`config.mk`:
```
export PLATFORM = sky130hd
export DESIGN_NAME = spi_cmd_bridge_flat
export DESIGN_NICKNAME = d
export VERILOG_FILES = /design/src/rtl/spi_cmd_pkg.sv /design/src/rtl/spi_cmd_if.sv /design/src/rtl/spi_cmd_timer.sv /design/src/rtl/spi_cmd_bridge.sv /design/src/flat_wrapper.sv
export SDC_FILE = /design/constraint.sdc
export NUM_CORES = 1
export LEC_CHECK = 0
export ABC_AREA = 1
export CORE_UTILIZATION = 27
export DETAILED_ROUTE_END_ITERATION = 10
export DONT_BUFFER_PORTS = 1
export MAX_ROUTING_LAYER = met4
export PLACE_DENSITY = 0.42
export SYNTH_ARGS = -nofsm -noshare
export SYNTH_HDL_FRONTEND = slang
export SYNTH_SLANG_ARGS = --single-unit
```
`constraint.sdc`:
```
create_clock -name clk -period 3.6 [get_ports clk]
set_input_delay 0.72 -clock clk [delete_from_list [all_inputs] [get_ports clk]]
set_output_delay 0.72 -clock clk [all_outputs]
set_load 0.1 [all_outputs]
```
`src/rtl/spi_cmd_pkg.sv`:
```
// Shared types and helpers for the SPI command bridge: FSM state encoding,
// command/status bit positions and status-word packing.
package spi_cmd_pkg;

    typedef enum logic [2:0] {
        CMD,
        RD_REQ,
        RD_WAIT,
        DATA,
        WR_REQ
    } cmd_state_e;

    // Bit positions, counted down from the MSB of an SPI word
    localparam int unsigned W_OFS       = 0;
    localparam int unsigned LATE_OFS    = 0;
    localparam int unsigned OVERRUN_OFS = 1;
    localparam int unsigned TIMEOUT_OFS = 2;
    localparam int unsigned NFLAG       = 3;

    // Flag field that occupies the top NFLAG bits of the status word
    function automatic logic [NFLAG-1:0] pack_status(input logic late,
                                                     input logic overrun,
                                                     input logic timeout);
        logic [NFLAG-1:0] s;
        s = '0;
        s[NFLAG-1-LATE_OFS]    = late;
        s[NFLAG-1-OVERRUN_OFS] = overrun;
        s[NFLAG-1-TIMEOUT_OFS] = timeout;
        return s;
    endfunction

endpackage

```
`src/rtl/spi_cmd_if.sv`:
```
// Register-bus handshake between the SPI command bridge (master) and the
// register block (slave).
interface spi_cmd_if #(
    parameter int unsigned NBIT = 8
);
    logic            bus_req;
    logic            bus_we;
    logic [NBIT-2:0] bus_addr;
    logic [NBIT-1:0] bus_wdata;
    logic            bus_gnt;
    logic            bus_rvalid;
    logic [NBIT-1:0] bus_rdata;

    modport master (
        output bus_req, bus_we, bus_addr, bus_wdata,
        input  bus_gnt, bus_rvalid, bus_rdata
    );

    modport slave (
        input  bus_req, bus_we, bus_addr, bus_wdata,
        output bus_gnt, bus_rvalid, bus_rdata
    );
endinterface

```
`src/rtl/spi_cmd_timer.sv`:
```
// Loadable saturating up-counter with a registered terminal-count flag.
module spi_cmd_timer #(
    parameter int unsigned MAX_CNT = 1
) (
    input  logic clk,
    input  logic rst_n,
    input  logic load,
    input  logic en,
    output logic tc
);
    localparam int unsigned CW = $clog2(MAX_CNT + 1);

    logic [CW-1:0] cnt_q, cnt_d;

    always_comb begin
        cnt_d = cnt_q;
        if (load) begin
            cnt_d = '0;
        end else if (en && (cnt_q != CW'(MAX_CNT))) begin
            cnt_d = cnt_q + CW'(1);
        end
    end

    always_ff @(posedge clk or negedge rst_n) begin
        if (!rst_n) begin
            cnt_q <= '0;
            tc    <= 1'b0;
        end else begin
            cnt_q <= cnt_d;
            tc    <= (cnt_d == CW'(MAX_CNT));
        end
    end
endmodule

```
`src/rtl/spi_cmd_bridge.sv`:
```
// Decodes two-frame SPI commands into register-bus reads/writes and returns
// read data or sticky status. Define SPI_CMD_TIMEOUT_EN to enable the data-frame timeout.
module spi_cmd_bridge
    import spi_cmd_pkg::*;
#(
    parameter int unsigned NBIT        = 8,
    parameter int unsigned TIMEOUT_CYC = 1_000_000
) (
    input  logic            clk,
    input  logic            rst_n,
    input  logic [NBIT-1:0] rx_data,
    input  logic            rx_strobe,
    input  logic            tx_strobe,
    output logic [NBIT-1:0] tx_data,
    spi_cmd_if.master       bus,
    output logic            err_irq
);
    localparam int unsigned AW = NBIT - 1;
    localparam int unsigned ZW = NBIT - NFLAG;

    cmd_state_e      state_q, state_d;
    logic [NBIT-1:0] txq_q, txq_d;
    logic            req_q, req_d;
    logic            we_q, we_d;
    logic [AW-1:0]   addr_q, addr_d;
    logic [NBIT-1:0] wdata_q, wdata_d;
    logic            late_q, late_d;
    logic            ovr_q, ovr_d;
    logic            to_q, to_d;
    logic            abandon_q, abandon_d;
    logic            tmr_tc;

`ifdef SPI_CMD_TIMEOUT_EN
    logic tmr_load;
    logic tmr_en;

    assign tmr_load = (state_d != state_q) && ((state_d == RD_REQ) || (state_d == DATA));
    assign tmr_en   = (state_q == RD_REQ) || (state_q == RD_WAIT) || (state_q == DATA);

    spi_cmd_timer #(
        .MAX_CNT(TIMEOUT_CYC)
    ) u_timer (
        .clk  (clk),
        .rst_n(rst_n),
        .load (tmr_load),
        .en   (tmr_en),
        .tc   (tmr_tc)
    );
`else
    logic unused_timeout_cfg;

    assign unused_timeout_cfg = ^32'(TIMEOUT_CYC);
    assign tmr_tc             = 1'b0;
`endif

    // Next-state and next-register logic
    always_comb begin
        state_d   = state_q;
        txq_d     = txq_q;
        req_d     = req_q;
        we_d      = we_q;
        addr_d    = addr_q;
        wdata_d   = wdata_q;
        late_d    = late_q;
        ovr_d     = ovr_q;
        to_d      = to_q;
        abandon_d = abandon_q;

        case (state_q)
            CMD: begin
                abandon_d = 1'b0;
                if (tx_strobe) begin
                    late_d = 1'b0;
                    ovr_d  = 1'b0;
                    to_d   = 1'b0;
                end
                if (rx_strobe) begin
                    we_d   = rx_data[NBIT-1-W_OFS];
                    addr_d = rx_data[AW-1:0];
                    if (rx_data[NBIT-1-W_OFS]) begin
                        state_d = DATA;
                    end else begin
                        req_d   = 1'b1;
                        state_d = RD_REQ;
                    end
                end
            end
            RD_REQ: begin
                if (tx_strobe) begin
                    late_d    = 1'b1;
                    abandon_d = 1'b1;
                end
                if (bus.bus_gnt) begin
                    req_d   = 1'b0;
                    state_d = RD_WAIT;
                end
            end
            RD_WAIT: begin
                if (tx_strobe) begin
                    late_d    = 1'b1;
                    abandon_d = 1'b1;
                end
                // A frame already started cannot carry this data; finish the read quietly
                if (bus.bus_rvalid) begin
                    if (abandon_q || tx_strobe) begin
                        state_d = CMD;
                    end else begin
                        txq_d   = bus.bus_rdata;
                        state_d = DATA;
                    end
                end
            end
            DATA: begin
                if (tmr_tc) begin
                    to_d    = 1'b1;
                    state_d = CMD;
                end else if (rx_strobe) begin
                    if (we_q) begin
                        wdata_d = rx_data;
                        req_d   = 1'b1;
                        state_d = WR_REQ;
                    end else begin
                        state_d = CMD;
                    end
                end
            end
            WR_REQ: begin
                if (rx_strobe) begin
                    ovr_d = 1'b1;
                end
                if (bus.bus_gnt) begin
                    req_d   = 1'b0;
                    state_d = CMD;
                end
            end
            default: begin
                state_d = CMD;
            end
        endcase
    end

    always_ff @(posedge clk or negedge rst_n) begin
        if (!rst_n) begin
            state_q   <= CMD;
            txq_q     <= '0;
            req_q     <= 1'b0;
            we_q      <= 1'b0;
            addr_q    <= '0;
            wdata_q   <= '0;
            late_q    <= 1'b0;
            ovr_q     <= 1'b0;
            to_q      <= 1'b0;
            abandon_q <= 1'b0;
            err_irq   <= 1'b0;
        end else begin
            state_q   <= state_d;
            txq_q     <= txq_d;
            req_q     <= req_d;
            we_q      <= we_d;
            addr_q    <= addr_d;
            wdata_q   <= wdata_d;
            late_q    <= late_d;
            ovr_q     <= ovr_d;
            to_q      <= to_d;
            abandon_q <= abandon_d;
            err_irq   <= late_d | ovr_d | to_d;
        end
    end

    // Idle shows live status; otherwise the last good read data
    assign tx_data = (state_q == CMD) ? {pack_status(late_q, ovr_q, to_q), {ZW{1'b0}}} : txq_q;

    assign bus.bus_req   = req_q;
    assign bus.bus_we    = we_q;
    assign bus.bus_addr  = addr_q;
    assign bus.bus_wdata = wdata_q;
endmodule

```
`src/flat_wrapper.sv`:
```
// flat-port wrapper written by rule: the top's interface ports become plain ports
module spi_cmd_bridge_flat import spi_cmd_pkg::*;
#(
    parameter int unsigned NBIT        = 8,
    parameter int unsigned TIMEOUT_CYC = 1_000_000
)
  (clk, rst_n, rx_data, rx_strobe, tx_strobe, tx_data, err_irq, bus_bus_req, bus_bus_we, bus_bus_addr, bus_bus_wdata, bus_bus_gnt, bus_bus_rvalid, bus_bus_rdata);
  spi_cmd_if #(.NBIT(NBIT)) bus_i ();
  input  logic clk;
  input  logic rst_n;
  input  logic [NBIT-1:0] rx_data;
  input  logic rx_strobe;
  input  logic tx_strobe;
  output logic [NBIT-1:0] tx_data;
  output logic err_irq;
  output wire logic [$bits(bus_i.bus_req)-1:0] bus_bus_req;
  output wire logic [$bits(bus_i.bus_we)-1:0] bus_bus_we;
  output wire logic [$bits(bus_i.bus_addr)-1:0] bus_bus_addr;
  output wire logic [$bits(bus_i.bus_wdata)-1:0] bus_bus_wdata;
  input wire logic [$bits(bus_i.bus_gnt)-1:0] bus_bus_gnt;
  input wire logic [$bits(bus_i.bus_rvalid)-1:0] bus_bus_rvalid;
  input wire logic [$bits(bus_i.bus_rdata)-1:0] bus_bus_rdata;
  assign bus_bus_req = bus_i.bus_req;
  assign bus_bus_we = bus_i.bus_we;
  assign bus_bus_addr = bus_i.bus_addr;
  assign bus_bus_wdata = bus_i.bus_wdata;
  assign bus_i.bus_gnt = bus_bus_gnt;
  assign bus_i.bus_rvalid = bus_bus_rvalid;
  assign bus_i.bus_rdata = bus_bus_rdata;
  spi_cmd_bridge #(.NBIT(NBIT), .TIMEOUT_CYC(TIMEOUT_CYC)) u_core (.clk(clk), .rst_n(rst_n), .rx_data(rx_data), .rx_strobe(rx_strobe), .tx_strobe(tx_strobe), .tx_data(tx_data), .bus(bus_i), .err_irq(err_irq));
endmodule
```
Word level (Yosys, flattened, before mapping)
Cells that the tools add are included.
{"block": "word_totals", "ff_bits": 33, "in_bits": 22, "out_inout_bits": 26, "elab_cells": 65}
{"block": "op_classes", "eq_ne": 13, "n_mux": 26, "bitwise_logic": 3, "n_reduce_logical": 12}
{"cell": "$mux 3", "count": 6}
{"cell": "$pmux 3 s5", "count": 1}
{"cell": "$mux 1", "count": 12}
{"cell": "$ne 2x2->1 const B", "count": 6}
{"cell": "$mux 8", "count": 1}
{"cell": "$eq 3x2->1 const B", "count": 2}
{"cell": "$ne 2x1->1 const B", "count": 3}
{"cell": "$pmux 1 s2", "count": 3}
{"cell": "$reduce_and 3->1", "count": 2}
{"cell": "$reduce_and 6->1", "count": 1}
{"cell": "$reduce_and 5->1", "count": 1}
{"cell": "$mux 2", "count": 2}
{"cell": "$reduce_and 2->1", "count": 2}
{"cell": "$reduce_or 2->1", "count": 2}
{"cell": "$eq 3x1->1 const B", "count": 1}
{"cell": "$eq 3x3->1 const B", "count": 1}
{"cell": "$logic_not 3->1", "count": 1}
{"cell": "$pmux 1 s3", "count": 1}
{"cell": "$reduce_bool 3->1", "count": 1}
{"cell": "$or 1x1->1", "count": 2}
{"cell": "$reduce_bool 2->1", "count": 1}
{"cell": "$logic_or 1x1->1", "count": 1}
{"cell": "$not 1->1", "count": 1}

Logic depth before layout (Yosys ltp)
Gate-level depths: netlist of run 1.
{"block": "depth", "word_depth": 5, "ltp_mapped": 9, "ltp_nobuf": 7}

Worst setup path after synthesis of run 1
OpenSTA, ideal clock, no wires.
{"block": "synth_timing", "path_type": "flip-flop to output port", "startpoint": "register u_core.state_q[1]", "endpoint": "output tx_data[5]", "arrival_time_ns": 2.922, "required_ns": 2.880, "slack_ns": -0.042, "stages_incl_launch_ff": 6, "path_buffers": 2, "cell_sequence": "dfrtp_1 > buf_6 > nor2_8 > nand2_4 > buf_6 > o21ai_0"}
{"block": "synth_between", "elab_chain_cells": 2}
{"item": "start, declared", "line": "spi_cmd_bridge.sv:21", "rtl": "cmd_state_e state_q, state_d;"}
{"item": "start signal, assigned", "line": "spi_cmd_bridge.sv:156", "rtl": "state_q <= state_d;"}
{"item": "$logic_not 3->1", "line": "spi_cmd_bridge.sv:171", "rtl": "assign tx_data = (state_q == CMD) ? {pack_status(late_q, ovr_q, to_q), {ZW{1'b0}}} : txq_q;"}
{"item": "$mux 8", "line": "spi_cmd_bridge.sv:171"}
{"item": "end, declared", "line": "flat_wrapper.sv:14", "rtl": "output logic [NBIT-1:0] tx_data;"}
Every way passes these cells.

Worst setup path after layout of run 1
{"block": "layout_timing", "startpoint": "register u_core.state_q[1]", "endpoint": "output tx_data[2]"}
Same word-level chain as after synthesis.

==> flow_summary_export.csv, run 1 <==
group,metric,value,unit
status,status,"finished clean",
clock_network,ctsHoldBuffers,0,
job,cap_violations,0,
die,design.die.area,0.00661,mm²
detailed_routing,wl_met1,1.53,mm
finish,nets,217,
placed_design,place_area,0.00180,mm²
worst_setup_path,crit_fanout,12,
finish,stdcell_area,0.00192,mm²
yosys,ys_ff_latch,33,
clock_network,numCtsBuffers,5,
worst_setup_path,critPathMaxStageDelay,0.58,ns
die,coreArea,0.00599,mm²
timing,max_freq,423,MHz
yosys,ys_seq_area_share,48.6,%
timing,clock_skew,0.00954,ns
detailed_routing,wl_per_cell,12.4,µm
clock_network,clk_pin_slew,0.07,ns
finish,mostFrequentLayoutCells,"nand2_1, dfrtp_1, inv_1, o21ai_2",
die,num_rows,28,
global_route,grt_pass1_vias,1145,
worst_setup_path,path_class,"reg -> out",
worst_setup_path,critPathBufInv,2,
worst_setup_path,worstPathArrival,1.65,ns
detailed_routing,drt_iter0_drc,69,
die,die_w,81.3,µm
clock_network,cts.sinks,33,
yosys,synth_area_per_cell,9.13,µm²
worst_setup_path,crit_path_cell_trace,"nor2_8 -> nand2_4 -> inv_2 -> nor2_2 -> buf_4",
worst_setup_path,path_delay_family,"flip-flops",
detailed_routing,viasPerCell,4.38,
finish,antenna_cells,0,
timing,setup_viol,0,
global_route,grt_util_all_layers,12.0,%
clock_network,htreeDepth,2,
finish,fillers,622,
worst_setup_path,r2r_start,"u_core.bus.bus_we",
timing,finalCritPeriodShare,65.7,%
yosys,syn_inst,186,
clock_network,cts_setup_buffers,0,
yosys,ys_types,21,
finish,seqCellArea,826,µm²
timing,hold_violations,0,
finish,multi_input_area,701,µm²
clock_network,tritoncts,"built",
timing,slew_headroom,37.0,%
die,initial_core_util,28.3,%
detailed_routing,drt-pass1-iter-count,4,
placed_design,post-place-cells,263,
detailed_routing,route.met3.wl,197,µm
clock_network,clk_path_buf_depth,2,
detailed_routing,num_vias,1186,
timing,drv_slew,0,
global_route,grt_max_degree,34,
finish,drive_gt1_share,33.2,%
clock_network,cts_root_buffer,"clkbuf_8",
worst_setup_path,worstPathRequired,2.88,ns
detailed_routing,drc,0,
detailed_routing,drt-total-wl,3.37,mm
die,die_h,81.3,µm
global_route,grt_pass1_wl,5.68,mm
die,design.portCount,48,
clock_network,cts_resized,0,
worst_setup_path,startpoint_type,"flip-flop",
worst_setup_path,critPathSlowestCell,"dfrtp_1",
finish,final_cells,271,
finish,syn2layout_area_growth,12.8,%
detailed_routing,antenna_left,0,
placed_design,port_buffers,0,
yosys,syn_nets,208,
timing,setup_tns,0,ns
detailed_routing,met2_wirelength,1.59,mm
worst_setup_path,end_kind,"output port",
finish,final_core_util,32.0,%
yosys,netlist_area,0.00170,mm²
yosys,ys_warn_count,0,
worst_setup_path,startpoint,"u_core.state_q[1]",
global_route,antenna_found_initial,0,
finish,layout_commonest_cell,"nand2_1",
timing,rsz0062_at_grt,"false",
global_route,grt-ovfl-total,0,
clock_network,clock_latency,0.28,ns
timing,period_needed,2.37,ns
placed_design,dp_hpwl,2.49,mm
detailed_routing,routed.top_layer,"met4",
timing,tightest_slew,0.945,ns
hold_path,hp-class,"in -> async",
placed_design,gp_congestion,0.855,
## worst reg2reg max path, delay by kind of cell (launching register included)
family	cells	cell delay, ns
flops	1	0.96
buf+inv	1	0.17
simple gates	6	0.53
## kinds of logic (layout without fill, tap and decap cells)
kind of cell,count (synthesis),in the layout,synth area share (%)
AO/OA/AOI/OAI,33,33,15.3
AND/OR/NAND/NOR,83,83,24.6
flip-flops,33,33,48.6
buffers and inverters,37,47,11.5
## sequential cells by signal, summed over array words and instances, names as in the netlist, 3 cells and up
name / flops
u_core.bus.bus_addr: 7
u_core.bus.bus_wdata: 8
u_core.state_q: 3
u_core.txq_q: 8
## cells in the mapped netlist (all sizes together)
library cell  count  area [µm²]
inv              31         119
nand4             2        27.5
a21oi             5        43.8
nand3            12        70.1
nor2             20         106
dfrtp            33         826
nand2            49         214
buf               6        76.3
o21ai            28         215
## through the flow
step / setup slack [ns] / hold WS (ns)
after detailed placement: 1.55 / 0.425
after CTS: 1.22 / 0.113
after global placement: 1.57 / 0.425
after floorplan: -0.0419 / 0.424
after global routing: 1.13 / 0.111
final: 1.23 / 0.128
## per-layer routing
| layer | vias to the layer above | global-route usage, % |
|---|---|---|
| li1 | 599 | - |
| met5 | - | - |
| met3 | 5 | 3.71 |
| met1 | 556 | 15.3 |
| met4 | 0 | 5.36 |
| met2 | 26 | 17.3 |
## worst paths after layout
check,end,slack (ns),cells after the start
min,u_core.bus.bus_addr[1],0.13,0
min reg2reg,u_core.txq_q[5],0.49,2
max,tx_data[2],1.23,5
min in group clk,u_core.txq_q[5],0.49,2
max reg2reg,u_core.bus.bus_req,1.81,7
max in group asynchronous,u_core.bus.bus_req,3.38,0
## layout make-up
cell class	count	area share (%)
clock buffer	7	4.51
sequential	33	43.1
tap	75	4.90
clock inverter	1	1.57
timing repair buffer	8	3.14
multi-input combinational	116	36.6
inverter	31	6.21
Power of run 1 is left out: the tool's default activity adds up to more than one toggle a clock period on the data nets, which glitch-free logic cannot reach.
==> inputs of run 2 (changes only) <==
==> constraint.sdc (replaced) <==
create_clock -name clk -period 2.3 [get_ports clk]
set_input_delay 0.46 -clock clk [delete_from_list [all_inputs] [get_ports clk]]
set_output_delay 0.46 -clock clk [all_outputs]
set_load 0.1 [all_outputs]
==> flow_summary_export.csv, run 2 (synthesis gave the netlist of run 1 again) <==
group,metric,value,unit
timing,slew_headroom,72.0,%
worst_setup_path,crit_path_cell_trace,"nor2_8 -> nand2_4 -> inv_2 -> nor2_2 -> buf_4",
placed_design,gp_congestion,0.801,
worst_setup_path,critPathSlowestCell,"dfrtp_1",
worst_setup_path,critPathMaxStageDelay,0.60,ns
clock_network,clk_path_buf_depth,2,
timing,setup_slack,0.213,ns
hold_path,hp-class,"in -> async",
worst_setup_path,worstPathRequired,1.84,ns
timing,fin_hold_ws,0.00718,ns
global_route,grt_max_degree,34,
clock_network,numCtsBuffers,5,
timing,rsz0062_at_grt,"false",
timing,tightest_slew,0.420,ns
finish,drive_gt1_share,39.5,%
worst_setup_path,path_delay_family,"flip-flops",
finish,final_core_util,34.3,%
clock_network,tritoncts,"built",
worst_setup_path,path_class,"reg -> out",
detailed_routing,drc,0,
finish,nets,236,
worst_setup_path,worstPathArrival,1.63,ns
job,cap_violations,0,
status,status,"finished clean",
die,design.die.area,0.00661,mm²
global_route,grt_pass1_wl,6.01,mm
placed_design,pre_cts_ws,0.511,ns
timing,clock_skew,0.00418,ns
timing,period_needed,2.09,ns
clock_network,htreeDepth,2,
placed_design,port_buffers,0,
timing,finalCritPeriodShare,90.8,%
finish,fillers,609,
detailed_routing,drt-pass1-iter-count,4,
global_route,antenna_found_initial,0,
placed_design,dp_hpwl,2.60,mm
finish,antenna_cells,0,
finish,syn2layout_area_growth,21.1,%
detailed_routing,wl_per_cell,12.1,µm
die,initial_core_util,28.3,%
worst_setup_path,critPathBufInv,2,
worst_setup_path,worstRegToRegCells,6,
detailed_routing,num_vias,1265,
timing,hold_violations,0,
die,die_w,81.3,µm
clock_network,clock_latency,0.28,ns
worst_setup_path,startpoint,"u_core.state_q[0]",
die,num_rows,28,
finish,mostFrequentLayoutCells,"nand2_1, dfrtp_1, inv_1, buf_4, o21ai_2",
detailed_routing,viasPerCell,4.36,
worst_setup_path,r2r_end,"u_core.bus.bus_addr[6]",
worst_setup_path,reg2reg_slack,0.77,ns
detailed_routing,drt-total-wl,3.52,mm
die,coreArea,0.00599,mm²
timing,setup_viol,0,
worst_setup_path,startpoint_type,"flip-flop",
worst_setup_path,r2r_start,"u_core.state_q[1]",
timing,max_freq,479,MHz
finish,multi_input_area,701,µm²
finish,layout_commonest_cell,"nand2_1",
clock_network,cts_root_buffer,"clkbuf_8",
worst_setup_path,crit_fanout,12,
detailed_routing,drt_iter0_drc,76,
worst_setup_path,end_kind,"output port",
finish,seqCellArea,826,µm²
clock_network,clk_pin_slew,0.07,ns
die,die_h,81.3,µm
global_route,grt-ovfl-total,0,
timing,drv_slew,0,
detailed_routing,antenna_left,0,
die,design.portCount,48,
clock_network,cts.sinks,33,
global_route,grt_pass1_vias,1237,
global_route,grt_util_all_layers,12.7,%
clock_network,cts_resized,0,
-- run 2: metal layers --
layer	GRT usage, %	vias to the layer above	share of wire [%]
met3	3.37	2	6.3
met5	-	-	0
met1	16.8	592	47
li1	-	634	-
met4	4.82	0	0.60
met2	18.3	37	46
-- run 2: worst max path at each step --
stage	depth (start not counted)	endpoint
6_report	5	tx_data[0]
2_1_floorplan	5	tx_data[5]
4_1_cts	5	tx_data[0]
3_3_place_gp	5	tx_data[2]
5_1_grt	5	tx_data[3]
3_5_place_dp	5	tx_data[0]
-- run 2: through the flow --
step           area, µm²  setup TNS [ns]  std cells
2_1_floorplan       1710          -0.968        186
5_1_grt             2060               0        290
3_3_place_gp        1930               0        281
3_5_place_dp        1930               0        281
6_report            2060               0        290
4_1_cts             2060               0        290
-- run 2: final cells by class --
cell class / count / area share (%)
multi-input cells: 116 / 34.1
inverters: 31 / 5.78
clock inverters: 1 / 0.243
repair buffers: 27 / 10.5
flip-flops and latches: 33 / 40.2
clock buffers: 7 / 4.69
well taps: 75 / 4.56
-- run 2: what timing repair did --
action	4_1_cts	5_1_grt
hold buffers	1	0
endpoints found under the hold margin	33	0
buffers inserted	0	0
Power of run 2 is left out for the same reason.
